### src/rtl/fp_adder_arbiter.sv
// Round-robin front end that shares a single stb/ack floating-point adder between
// PORTS requesters, with a watchdog that resets the adder if a result never arrives.
module fp_adder_arbiter #(
    parameter int PORTS      = 4,
    parameter int CELL_WIDTH = 32,
    parameter int TIMEOUT    = 64
) (
    input  logic                          in_clk,
    input  logic                          in_reset,
    input  logic [PORTS-1:0]              in_req,
    input  logic [PORTS*CELL_WIDTH-1:0]   in_a,
    input  logic [PORTS*CELL_WIDTH-1:0]   in_b,
    input  logic [PORTS-1:0]              in_ack,
    output logic [PORTS-1:0]              out_gnt,
    output logic [PORTS-1:0]              out_done,
    output logic                          out_err,
    output logic [CELL_WIDTH-1:0]         out_z,
    output logic [CELL_WIDTH-1:0]         out_add_a,
    output logic [CELL_WIDTH-1:0]         out_add_b,
    output logic                          out_add_a_stb,
    output logic                          out_add_b_stb,
    output logic                          out_add_z_ack,
    output logic                          out_add_rst,
    input  logic                          in_add_a_ack,
    input  logic                          in_add_b_ack,
    input  logic                          in_add_z_stb,
    input  logic [CELL_WIDTH-1:0]         in_add_z
);

    localparam int IW = (PORTS > 1) ? $clog2(PORTS) : 1;
    localparam int CW = $clog2(TIMEOUT + 1);

    typedef enum logic [2:0] {IDLE, SEND, WAIT_Z, RECOVER, DELIVER} state_t;

    state_t                  state;
    logic [IW-1:0]           last;
    logic [IW-1:0]           cur;
    logic [IW-1:0]           pick;
    logic [IW-1:0]           idx_l;
    logic                    found;
    int                      idx;
    logic [CW-1:0]           cnt;
    logic [PORTS-1:0]        cur_onehot;
    logic [CELL_WIDTH-1:0]   lane_a;
    logic [CELL_WIDTH-1:0]   lane_b;

    // Descending scan so the candidate nearest to last+1 is the one left standing.
    always_comb begin
        pick  = '0;
        found = 1'b0;
        idx   = 0;
        idx_l = '0;
        for (int k = PORTS; k >= 1; k--) begin
            idx   = (int'(last) + k) % PORTS;
            idx_l = IW'(idx);
            if (in_req[idx_l]) begin
                pick  = idx_l;
                found = 1'b1;
            end
        end
    end

    always_comb begin
        lane_a     = in_a[pick*CELL_WIDTH +: CELL_WIDTH];
        lane_b     = in_b[pick*CELL_WIDTH +: CELL_WIDTH];
        cur_onehot = PORTS'(1) << cur;
    end

    always_ff @(posedge in_clk or negedge in_reset) begin
        if (!in_reset) begin
            state         <= IDLE;
            last          <= IW'(PORTS - 1);
            cur           <= '0;
            cnt           <= '0;
            out_gnt       <= '0;
            out_done      <= '0;
            out_err       <= 1'b0;
            out_z         <= '0;
            out_add_a     <= '0;
            out_add_b     <= '0;
            out_add_a_stb <= 1'b0;
            out_add_b_stb <= 1'b0;
            out_add_z_ack <= 1'b0;
            out_add_rst   <= 1'b1;
        end else begin
            out_gnt       <= '0;
            out_add_z_ack <= 1'b0;
            out_add_rst   <= 1'b0;
            case (state)
                IDLE: begin
                    if (found) begin
                        out_add_a     <= lane_a;
                        out_add_b     <= lane_b;
                        out_gnt       <= PORTS'(1) << pick;
                        last          <= pick;
                        cur           <= pick;
                        out_add_a_stb <= 1'b1;
                        out_add_b_stb <= 1'b1;
                        state         <= SEND;
                    end
                end
                SEND: begin
                    if (in_add_a_ack) out_add_a_stb <= 1'b0;
                    if (in_add_b_ack) out_add_b_stb <= 1'b0;
                    // Operand acks are independent; leave only once both strobes are retired.
                    if ((!out_add_a_stb || in_add_a_ack) && (!out_add_b_stb || in_add_b_ack)) begin
                        cnt   <= '0;
                        state <= WAIT_Z;
                    end
                end
                WAIT_Z: begin
                    if (in_add_z_stb) begin
                        out_z         <= in_add_z;
                        out_add_z_ack <= 1'b1;
                        out_err       <= 1'b0;
                        out_done      <= cur_onehot;
                        state         <= DELIVER;
                    end else if (cnt == CW'(TIMEOUT - 1)) begin
                        state <= RECOVER;
                    end else begin
                        cnt <= cnt + CW'(1);
                    end
                end
                RECOVER: begin
                    out_add_rst <= 1'b1;
                    out_z       <= '0;
                    out_err     <= 1'b1;
                    out_done    <= cur_onehot;
                    state       <= DELIVER;
                end
                DELIVER: begin
                    if (in_ack[cur]) begin
                        out_done <= '0;
                        out_z    <= '0;
                        out_err  <= 1'b0;
                        state    <= IDLE;
                    end
                end
                default: state <= IDLE;
            endcase
        end
    end

endmodule
### config.mk
export PLATFORM = sky130hd
export DESIGN_NAME = fp_adder_arbiter
export DESIGN_NICKNAME = d
export VERILOG_FILES = /design/src/rtl/fp_adder_arbiter.sv
export SDC_FILE = /design/constraint.sdc
export NUM_CORES = 1
export LEC_CHECK = 0
export ABC_AREA = 1
export CAP_MARGIN = 15
export CELL_PAD_IN_SITES_DETAIL_PLACEMENT = 1
export CELL_PAD_IN_SITES_GLOBAL_PLACEMENT = 1
export CORE_ASPECT_RATIO = 1.1
export CORE_MARGIN = 2
export CORE_UTILIZATION = 27
export CTS_CLUSTER_SIZE = 25
export DETAILED_ROUTE_END_ITERATION = 16
export HOLD_SLACK_MARGIN = 0.03
export PLACE_DENSITY_LB_ADDON = 0.1
export SYNTH_ARGS = -nofsm -noshare
export SYNTH_HDL_FRONTEND = slang
export SYNTH_SLANG_ARGS = --single-unit
### constraint.sdc
create_clock -name in_clk -period 2.2 [get_ports in_clk]
set_input_delay 0.33 -clock in_clk [delete_from_list [all_inputs] [get_ports in_clk]]
set_output_delay 0.33 -clock in_clk [all_outputs]
set_load 0.005 [all_outputs]
## After elaboration in Yosys (flattened, before gate mapping)

Index checks and enable logic that the tools add are counted.
W data, S select, Z words.

| operators by class | value |
|---|---|
| add/sub/neg operators | 5 |
| magnitude comparators | 5 |
| equality and inequality tests | 14 |
| shift-type cells | 4 |
| reductions and logical operators | 15 |
| mux-type cells | 47 |

Operator list:

| kind | number |
|---|---|
| $shiftx A128 B8 Y32 | 2 |
| $pmux W32 S3 | 1 |
| $mux W32 | 2 |
| $mux W7 | 3 |
| $mux W1 | 17 |
| $mux W4 | 4 |
| $ne A2 B2 Y1 const B | 8 |
| $lt A2 B3 Y1 const B | 5 |
| $mux W3 | 5 |
| $pmux W3 S5 | 1 |
| $pmux W7 S2 | 1 |
| $pmux W4 S3 | 1 |
| $bmux W1 S2 | 5 |
| $reduce_and A3 Y1 | 3 |
| $mux W2 | 4 |
| $reduce_and A4 Y1 | 2 |
| $shl A1 B2 Y4 const A | 2 |
| $add A7 B1 Y7 const B | 1 |
| $eq A7 B6 Y1 const B | 1 |
| $eq A3 B2 Y1 const B | 2 |
| $add A2 B1 Y2 const B | 2 |
| $add A2 B2 Y2 const B | 2 |
| $pmux W1 S2 | 2 |
| $reduce_bool A2 Y1 | 2 |
| other kinds (10) | 12 |

| storage, ports and cells | value |
|---|---|
| input port bits | 301 |
| output and inout bits | 109 |
| bits in registers | 123 |

## Longest topological paths before layout

Gate-level depths: netlist of the first run.

| logic depth | value |
|---|---|
| word-level depth | 10 |
| depth in mapped cells | 17 |

## Least setup slack after synthesis of the first run

No wires, ideal clock.

| timing path | value |
|---|---|
| path kind | reg2reg |
| start | reg last[0] |
| end | reg out_add_a[13] |
| cell stages (with the launch flop) | 17 |
| setup slack | 0.364 ns |
| data arrival time | 1.718 ns |
| path buffers | 3 |
| cells stage by stage | dfstp_2 buf_6 inv_4 nand2_1 nand2_2 nand2_1 nand2_1 nand2_2 nand2_2 nand2_2 buf_2 buf_4 nand3_1 nand3_1 nand2_1 nand2_1 nand2_1 |

| between the ends | value |
|---|---|
| longest elaborated chain between the ends | 8 |
| elaborated cells on any way between the ends | 22 |

Ends and longest elaborated chain:

| item | line | source |
|---|---|---|
| start, declared | 36 | `logic [IW-1:0] last;` |
| start signal, assigned | 72 | `last <= IW'(PORTS - 1);` |
| start signal, assigned | 95 | `last <= pick;` |
| $add A2 B1 Y2 | 54 | `idx = (int'(last) + k) % PORTS;` |
| $bmux W1 S2 | 56 | `if (in_req[idx_l]) begin` |
| $mux W1 (not written as such) | 56 |  |
| $mux W2 / $mux W1 (equally long branches) (4 in a row) | 56 |  |
| $shiftx A128 B8 Y32 / $reduce_and A2 Y1 (equally long branches) | n/a |  |
| end signal, assigned | 92 | `out_add_a <= lane_a;` |
| end, declared | 18 | `output logic [CELL_WIDTH-1:0] out_add_a,` |

Several ways; a longest one is shown, not always the timed one. The select of a mux whose other input is x is not followed.
A chain may end at the register's enable or synchronous reset.

## Worst setup path in the final report of the first run

| timing path | value |
|---|---|
| start | reg last[0] |
| end | reg out_add_b[5] |

| between the ends | value |
|---|---|
| longest elaborated chain between the ends | 8 |
| elaborated cells on any way between the ends | 22 |

Ends and longest elaborated chain:

| item | line | source |
|---|---|---|
| $add A2 B1 Y2 | 54 |  |
| $bmux W1 S2 | 56 |  |
| $mux W1 (not written as such) | 56 |  |
| $mux W2 / $mux W1 (equally long branches) (4 in a row) | 56 |  |
| $shiftx A128 B8 Y32 / $reduce_and A2 Y1 (equally long branches) | n/a |  |
| end signal, assigned | 93 | `out_add_b <= lane_b;` |
| end, declared | 19 | `output logic [CELL_WIDTH-1:0] out_add_b,` |

Several ways; a longest one is shown, not always the timed one. The select of a mux whose other input is x is not followed.

==> qor.csv, run 1 <==
stage,metric,value,unit
timing,slew_headroom,0.613,
yosys,netlist_top_cells_area,"dfrtp_1 36%, nand2_1 21%, nand3_1 18%",
timing,worstMarginPinSlew,580,ps
timing,fin_setup_tns,0,ps
setup_path,cp.required,2520,ps
global_route,antenna_found_initial,8,
yosys,async_flop_share,1.00,
placement,hpwl,27600,microns
yosys,synth.cells.most_frequent,"470 x nand2_1, 299 x nand3_1, 282 x inv_1",
cells_and_area,stdcell_count,2222,
global_route,grt_first_pass_wirelength,57000,microns
yosys,synth_top_area_frac,0.357,
yosys,ys_seq_area_frac,0.366,
cts,cts_tree,done,
run_status,status,"finished, final reports clean",
flow_run,max_cap_violations,0,
min_path,min_path_type,primary input to async pin,
yosys,syn-cell-area,8420,sq um
drt,viasPerCell,4.63,
die,start_util,0.275,
die,core_area,30600,sq um
global_route,first_global_vias,10604,
timing,slew_violations,0,
yosys,synth.distinct_cells,30,
setup_path,crit_type,flip-flop to flip-flop,
yosys,synthCells,1360,
cts,path_clk_slew,60,ps
timing,max_freq,0.468,GHz
timing,finalSetupViolations,0,
yosys,synth_edf_count,0,
drt,detail_route.first_pass.iterations,4,
placement,gp_congestion,0.839,
drt,postRouteWirelength,41200,microns
placement,placement.io_buffers,409,
die,num_rows,67,
drt,ant_nets,0,
cells_and_area,drive_above_1_share,0.0894,
timing,hold_viol,0,
die,boundaryPins,410,
yosys,synth_ff_type,dfrtp_1,
cts,cts_made_buffers,17,
placement,dp_slack,-178,ps
setup_path,r2r-start,last[0],
cts,cts.path.max_buffers,2,
timing,grt_setup_unrepaired,true,
timing,finalClockSkew,9.69,ps
setup_path,path_max_fanout,19,
cts,cts.sinks,123,
global_route,overflow,0,
die,die_x,172,microns
die,die_area,32600,sq um
drt,initialDrtViolationCount,439,
yosys,syn_nets,1662,
timing,hold-worst-slack,451,ps
drt,drcViolationCount,0,
yosys,synth_top_area_cell,dfrtp_1,
timing,fin_crit_sh,0.971,
placement,placed_cells,2145,
drt,wl_per_cell,18.5,microns
cells_and_area,fin_util,0.481,
cells_and_area,area_growth,75.0,%
setup_path,worstPathArrival,2450,ps
setup_path,setup.worst_path.start,last[0],
yosys,syn_area_per_cell,6.19,sq um
power_and_ir_drop,vdd_drop_max,0.00117,V
timing,fin_crit,2140,ps
yosys,synth-seq-cells,123,
cells_and_area,nets,2090,
die,die_h,189,microns
setup_path,start_kind,flip-flop,
power_and_ir_drop,leakagePower,0.00780,uW
yosys,yosysWarnings,0,
global_route,groute.usage.overall,0.226,
yosys,yosysMostFrequentCell,nand2_1,
cts,cts_root_buffer,clkbuf_16,
power_and_ir_drop,power_density,1800,nW/um^2
drt,vias,10282,
timing,setup_ws,64.7,ps
setup_path,end_kind,flip-flop,
global_route,grt_start_max_net_pins,56,
cts,insertion_delay,440,ps
cts,htree_levels,4,
final timing paths:
path                            depth (start not counted)       endpoint  slack (ps)
worst max-delay path                                   16   out_add_b[5]          60
worst min-delay path                                    2      out_z[25]         450
worst max register to register                         16   out_add_b[5]          60
worst min register to register                          2  out_add_b[28]         470
max in group asynchronous                               3        last[0]        1030
min in group in_clk                                     3      out_z[21]         460
report_power, final:
group / switching, uW / internal [uW]
combinational: 10700 / 8980
sequential: 602 / 3380
clock: 1180 / 1740
total: 12500 / 14100
cells in the final DEF (no fill, tap or decap), types with 2 or more instances in the layout:
cell             instances
a21oi_1                  5
buf_12                  25
buf_16                   2
buf_4                   27
buf_6                    9
bufinv_16                2
clkbuf_16               38
clkbuf_8                 2
clkdlybuf4s50_1        408
clkinvlp_4               5
dfrtp_1                120
dfstp_2                  3
diode_2                  7
inv_1                  282
inv_2                    3
inv_4                    2
inv_6                    4
nand2_1                452
nand2_2                 18
nand2_4                  4
nand2_8                  3
nand3_1                295
nand3_2                  4
nand4_1                  9
nor2_1                  11
nor2_2                   2
o21ai_0                 16
o21ai_1                 30
o31ai_1                  4
xor2_1                   2
logic make-up (layout without fill, tap and decap cells):
kind of cell    Yosys count  count (layout)  share of synthesized area
compound gates           58              58                     0.0363
fa+ha+maj                 1               1                    0.00149
simple gates            801             803                      0.409
flops                   123             123                      0.366
xor+xnor                  3               3                    0.00312
buf+inv                 374             813                      0.184
other cells               0               7                          0
registers in the layout, indices dropped and copies added, names as in the netlist:
| name | flops |
|---|---|
| cur | 2 |
| state | 3 |
| out_add_rst | 1 |
| out_add_a_stb | 1 |
| out_done | 4 |
| out_add_b_stb | 1 |
| out_add_b | 32 |
| out_z | 32 |
| out_gnt | 4 |
| out_err | 1 |
| out_add_z_ack | 1 |
| last | 2 |
| cnt | 7 |
| out_add_a | 32 |
critical path, cell delays in order (launching register included):
cell,delay (ps)
dfstp_2,550
buf_12,120
inv_6,40
nand2_2,50
nand2_2,80
nand2_2,90
nand2_2,70
nand2_4,90
nand3_4,120
buf_12,180
nand2_8,120
clkbuf_16,210
nand2_1,60
nand3_1,80
nand2_1,60
nand2_1,60
nand2_1,50
per-layer routing:
metal | wire (microns) | track usage | up-vias
met3 | 2820 | 0.0652 | 53
li1 | - | - | 4999
met2 | 21000 | 0.412 | 310
met4 | 1010 | 0.0766 | 2
met5 | 15 | 0 | -
met1 | 16300 | 0.249 | 4918
metrics by stage:
step	power (uW)	area [sq um]
after detailed placement	20000	13200
after global routing	28800	14700
after floorplan	13300	8420
after global placement	19700	13200
final	26600	14700
after CTS	23100	13800
area by class of cell:
class,count,area (sq um)
Antenna cell,7,17.5
Clock inverter,12,138
Tap cell,414,518
Multi-Input combinational cell,865,3950
Sequential cell,123,3080
Timing Repair Buffer,493,5480
Fill cell,3870,15900
Clock buffer,20,457
Inverter,288,1090
timing repair:
action / 4_1_cts / 5_1_grt
buffers inserted: 0 / 10
setup endpoints to repair: 0 / 66
gates resized for setup: 0 / 48
hold buffers: 1 / 0
endpoints found under the hold margin: 51 / 0
Power figures use the tool's default switching activity.
==> run 2: changes to the inputs <==
--- a/config.mk
+++ b/config.mk
@@ -5,13 +5,12 @@
 export SDC_FILE = /design/constraint.sdc
 export NUM_CORES = 1
 export LEC_CHECK = 0
-export ABC_AREA = 1
 export CAP_MARGIN = 15
 export CELL_PAD_IN_SITES_DETAIL_PLACEMENT = 1
 export CELL_PAD_IN_SITES_GLOBAL_PLACEMENT = 1
 export CORE_ASPECT_RATIO = 1.1
 export CORE_MARGIN = 2
-export CORE_UTILIZATION = 27
+export CORE_UTILIZATION = 29
 export CTS_CLUSTER_SIZE = 25
 export DETAILED_ROUTE_END_ITERATION = 16
 export HOLD_SLACK_MARGIN = 0.03
==> constraint.sdc (replaced) <==
create_clock -name in_clk -period 2.35 [get_ports in_clk]
set_input_delay 0.3525 -clock in_clk [delete_from_list [all_inputs] [get_ports in_clk]]
set_output_delay 0.3525 -clock in_clk [all_outputs]
set_load 0.005 [all_outputs]
==> run 2 against run 1 <==
Hold slack worse by 11 ps. Cell area down 12%. Largest power group unchanged. Core utilization up 3.0 points.
==> qor.csv, run 2 <==
stage,metric,value,unit
timing,slew_violations,0,
setup_path,start_kind,flip-flop,
setup_path,worstPathArrival,2500,ps
setup_path,cp.required,2650,ps
timing,worstMarginPinSlew,485,ps
cells_and_area,n_fill_cell,2791,
die,core_area,25400,sq um
global_route,first_global_vias,8071,
yosys,netlist_top_cells_area,"dfrtp_1 40%, mux2_2 8.7%, mux2i_1 8.6%",
setup_path,path_max_fanout,22,
global_route,antenna_found_initial,5,
cells_and_area,area_growth,72.3,%
timing,max_freq,0.456,GHz
cts,insertion_delay,420,ps
die,die_area,27300,sq um
drt,ant_nets,0,
cells_and_area,nets,1438,
die,num_rows,61,
die,start_util,0.297,
cells_and_area,fin_util,0.511,
die,boundaryPins,410,
die,die_x,158,microns
yosys,synth_top_area_frac,0.398,
cells_and_area,stdcell_count,1499,
yosys,async_flop_share,1.00,
setup_path,setup.worst_path.start,last[1],
cts,cts_tree,done,
power_and_ir_drop,vdd_drop_max,0.000511,V
power_and_ir_drop,power_density,1190,nW/um^2
setup_path,end_kind,flip-flop,
yosys,yosysWarnings,0,
cts,cts.path.max_buffers,2,
setup_path,rr_endpoint,out_add_a[9],
yosys,synth_ff_type,dfrtp_1,
global_route,overflow,0,
timing,hold_viol,0,
yosys,synth_top_area_cell,dfrtp_1,
power_and_ir_drop,clockPowerShare,0.164,
setup_path,endpoint,out_add_a[9],
run_status,status,"finished, final reports clean",
yosys,synth-seq-cells,123,
timing,finalClockSkew,14.9,ps
timing,fin_setup_tns,0,ps
cells_and_area,final_common_cell,clkdlybuf4s50_1,
yosys,ys_seq_area_frac,0.409,
timing,setup_ws,156,ps
yosys,syn_area_per_cell,10.5,sq um
global_route,grt_start_max_net_pins,61,
setup_path,r2r_slack,160,ps
yosys,synthCells,716,
placement,hpwl,24200,microns
placement,gp_congestion,0.803,
min_path,min_path_type,primary input to async pin,
drt,detail_route.first_pass.iterations,4,
cells_and_area,layout_common_cells,"408 x clkdlybuf4s50_1, 120 x dfrtp_1, 84 x nand2_1, 70 x nand3_1, 65 x mux2i_1",
die,die_h,173,microns
setup_path,r2r-start,last[1],
cts,cts_made_buffers,17,
drt,vias,7399,
yosys,synth.cells.most_frequent,"120 x dfrtp_1, 85 x nand2_1, 70 x nand3_1",
yosys,syn_nets,1018,
flow_run,max_cap_violations,0,
cts,htree_levels,4,
timing,fin_crit_sh,0.934,
timing,slew_headroom,0.672,
power_and_ir_drop,p_int,9540,uW
power_and_ir_drop,power_switching,5900,uW
timing,grt_setup_unrepaired,false,
drt,initialDrtViolationCount,215,
global_route,groute.usage.overall,0.224,
cells_and_area,drive_above_1_share,0.202,
setup_path,crit_type,flip-flop to flip-flop,
cts,cts.sinks,123,
cts,cts_root_buffer,clkbuf_16,
power_and_ir_drop,p_comb_frac,0.594,
placement,placement.io_buffers,409,
drt,wl_per_cell,20.6,microns
drt,postRouteWirelength,30900,microns
setup_path,r2r_cells,7,
timing,finalSetupViolations,0,
placement,dp_slack,-174,ps
yosys,synth_edf_count,0,
global_route,grt_first_pass_wirelength,46600,microns
drt,drcViolationCount,0,
placement,placed_cells,1462,
cells_and_area,top_regs,"out_add_a x32, out_add_b x32, out_z x32",
yosys,syn-cell-area,7540,sq um
yosys,yosysMostFrequentCell,dfrtp_1,
power_and_ir_drop,pwr-share-seq,0.242,
yosys,synth.distinct_cells,54,
power_and_ir_drop,switching_share,0.382,
power_and_ir_drop,leakagePower,0.00534,uW
timing,fin_crit,2190,ps
cts,post-cts-setup-buffers,0,
cts,path_clk_slew,70,ps
drt,viasPerCell,4.94,
cts,cts_hold_buf,1,
cts,ctsResizeCount,0,
[run 2: cell types whose count changed in the layout (fill, tap and decap cells not counted), moves of 56 or more]
cell / before / now
mux2_2: 0 / 58
a221o_1: 0 / 64
nand3_1: 295 / 70
nand2_1: 452 / 84
mux2i_1: 0 / 65
nand3_2: 4 / 60
inv_1: 282 / 5
[run 2: routing by layer]
layer / wire (microns) / part of all wire / global-route usage / vias to the layer above
li1: - / - / - / 3514
met1: 11600 / 0.38 / 0.241 / 3562
met3: 2780 / 0.090 / 0.0754 / 38
met2: 15600 / 0.51 / 0.397 / 285
met4: 873 / 0.028 / 0.0905 / 0
met5: 0 / 0 / 0 / -
[run 2: kinds of logic after synthesis]
logic type | after synthesis | share of synthesized area
and+or+nand+nor | 251 | 0.195
AOI/OAI and AO/OA | 136 | 0.146
muxes | 130 | 0.188
DFF | 123 | 0.409
buffers and inverters | 74 | 0.0599
xor gates and xnor gates | 1 | 0.00116
adders and majority gates | 1 | 0.00166
[run 2: how the worst min path moves through the flow]
stage	start	to	slack, ps	cells after the start
floorplan	in_reset	cnt[0]	60	0
global placement	in_reset	cnt[2]	330	1
detailed placement	in_reset	cnt[1]	330	1
CTS	in_reset	cnt[1]	450	2
global route	in_reset	cnt[1]	470	2
finish	in_reset	cnt[1]	440	2
[run 2: worst max-delay path, cell delays in order (launching register included)]
cell and delay [ps]:
dfstp_2 540, mux2i_1 210, o22ai_2 130, a21oi_4 170
buf_12 170, buf_12 190, mux2_2 350, a221o_1 320
[run 2: power groups by stage]
| stage | clock [uW] | sequential, uW | combinational, uW |
|---|---|---|---|
| 6_report | 2540 | 3730 | 9170 |
| 5_1_grt | 2690 | 3870 | 9960 |
| 4_1_cts | 2620 | 3750 | 9300 |
| 3_5_place_dp | 0 | 3750 | 9290 |
| 3_3_place_gp | 0 | 3730 | 9110 |
| 2_1_floorplan | 0 | 3720 | 4890 |
[run 2: final cells by class]
class / instances / area [sq um] / area share
well taps: 346 / 433 / 0.0333
clock inverters: 14 / 123 / 0.00943
repair buffers: 470 / 4870 / 0.375
inverters: 5 / 18.8 / 0.00144
clock buffers: 18 / 429 / 0.0330
flip-flops and latches: 123 / 3080 / 0.237
multi-input cells: 519 / 4030 / 0.310
diodes: 4 / 10.0 / 0.000770
[run 2: stage by stage]
stage	hold slack, ps	instance area [sq um]	total power [uW]
after floorplan	56.9	7540	8610
after global routing	472	13000	16500
after CTS	446	13000	15700
after detailed placement	329	12400	13000
final	440	13000	15400
after global placement	328	12400	12800
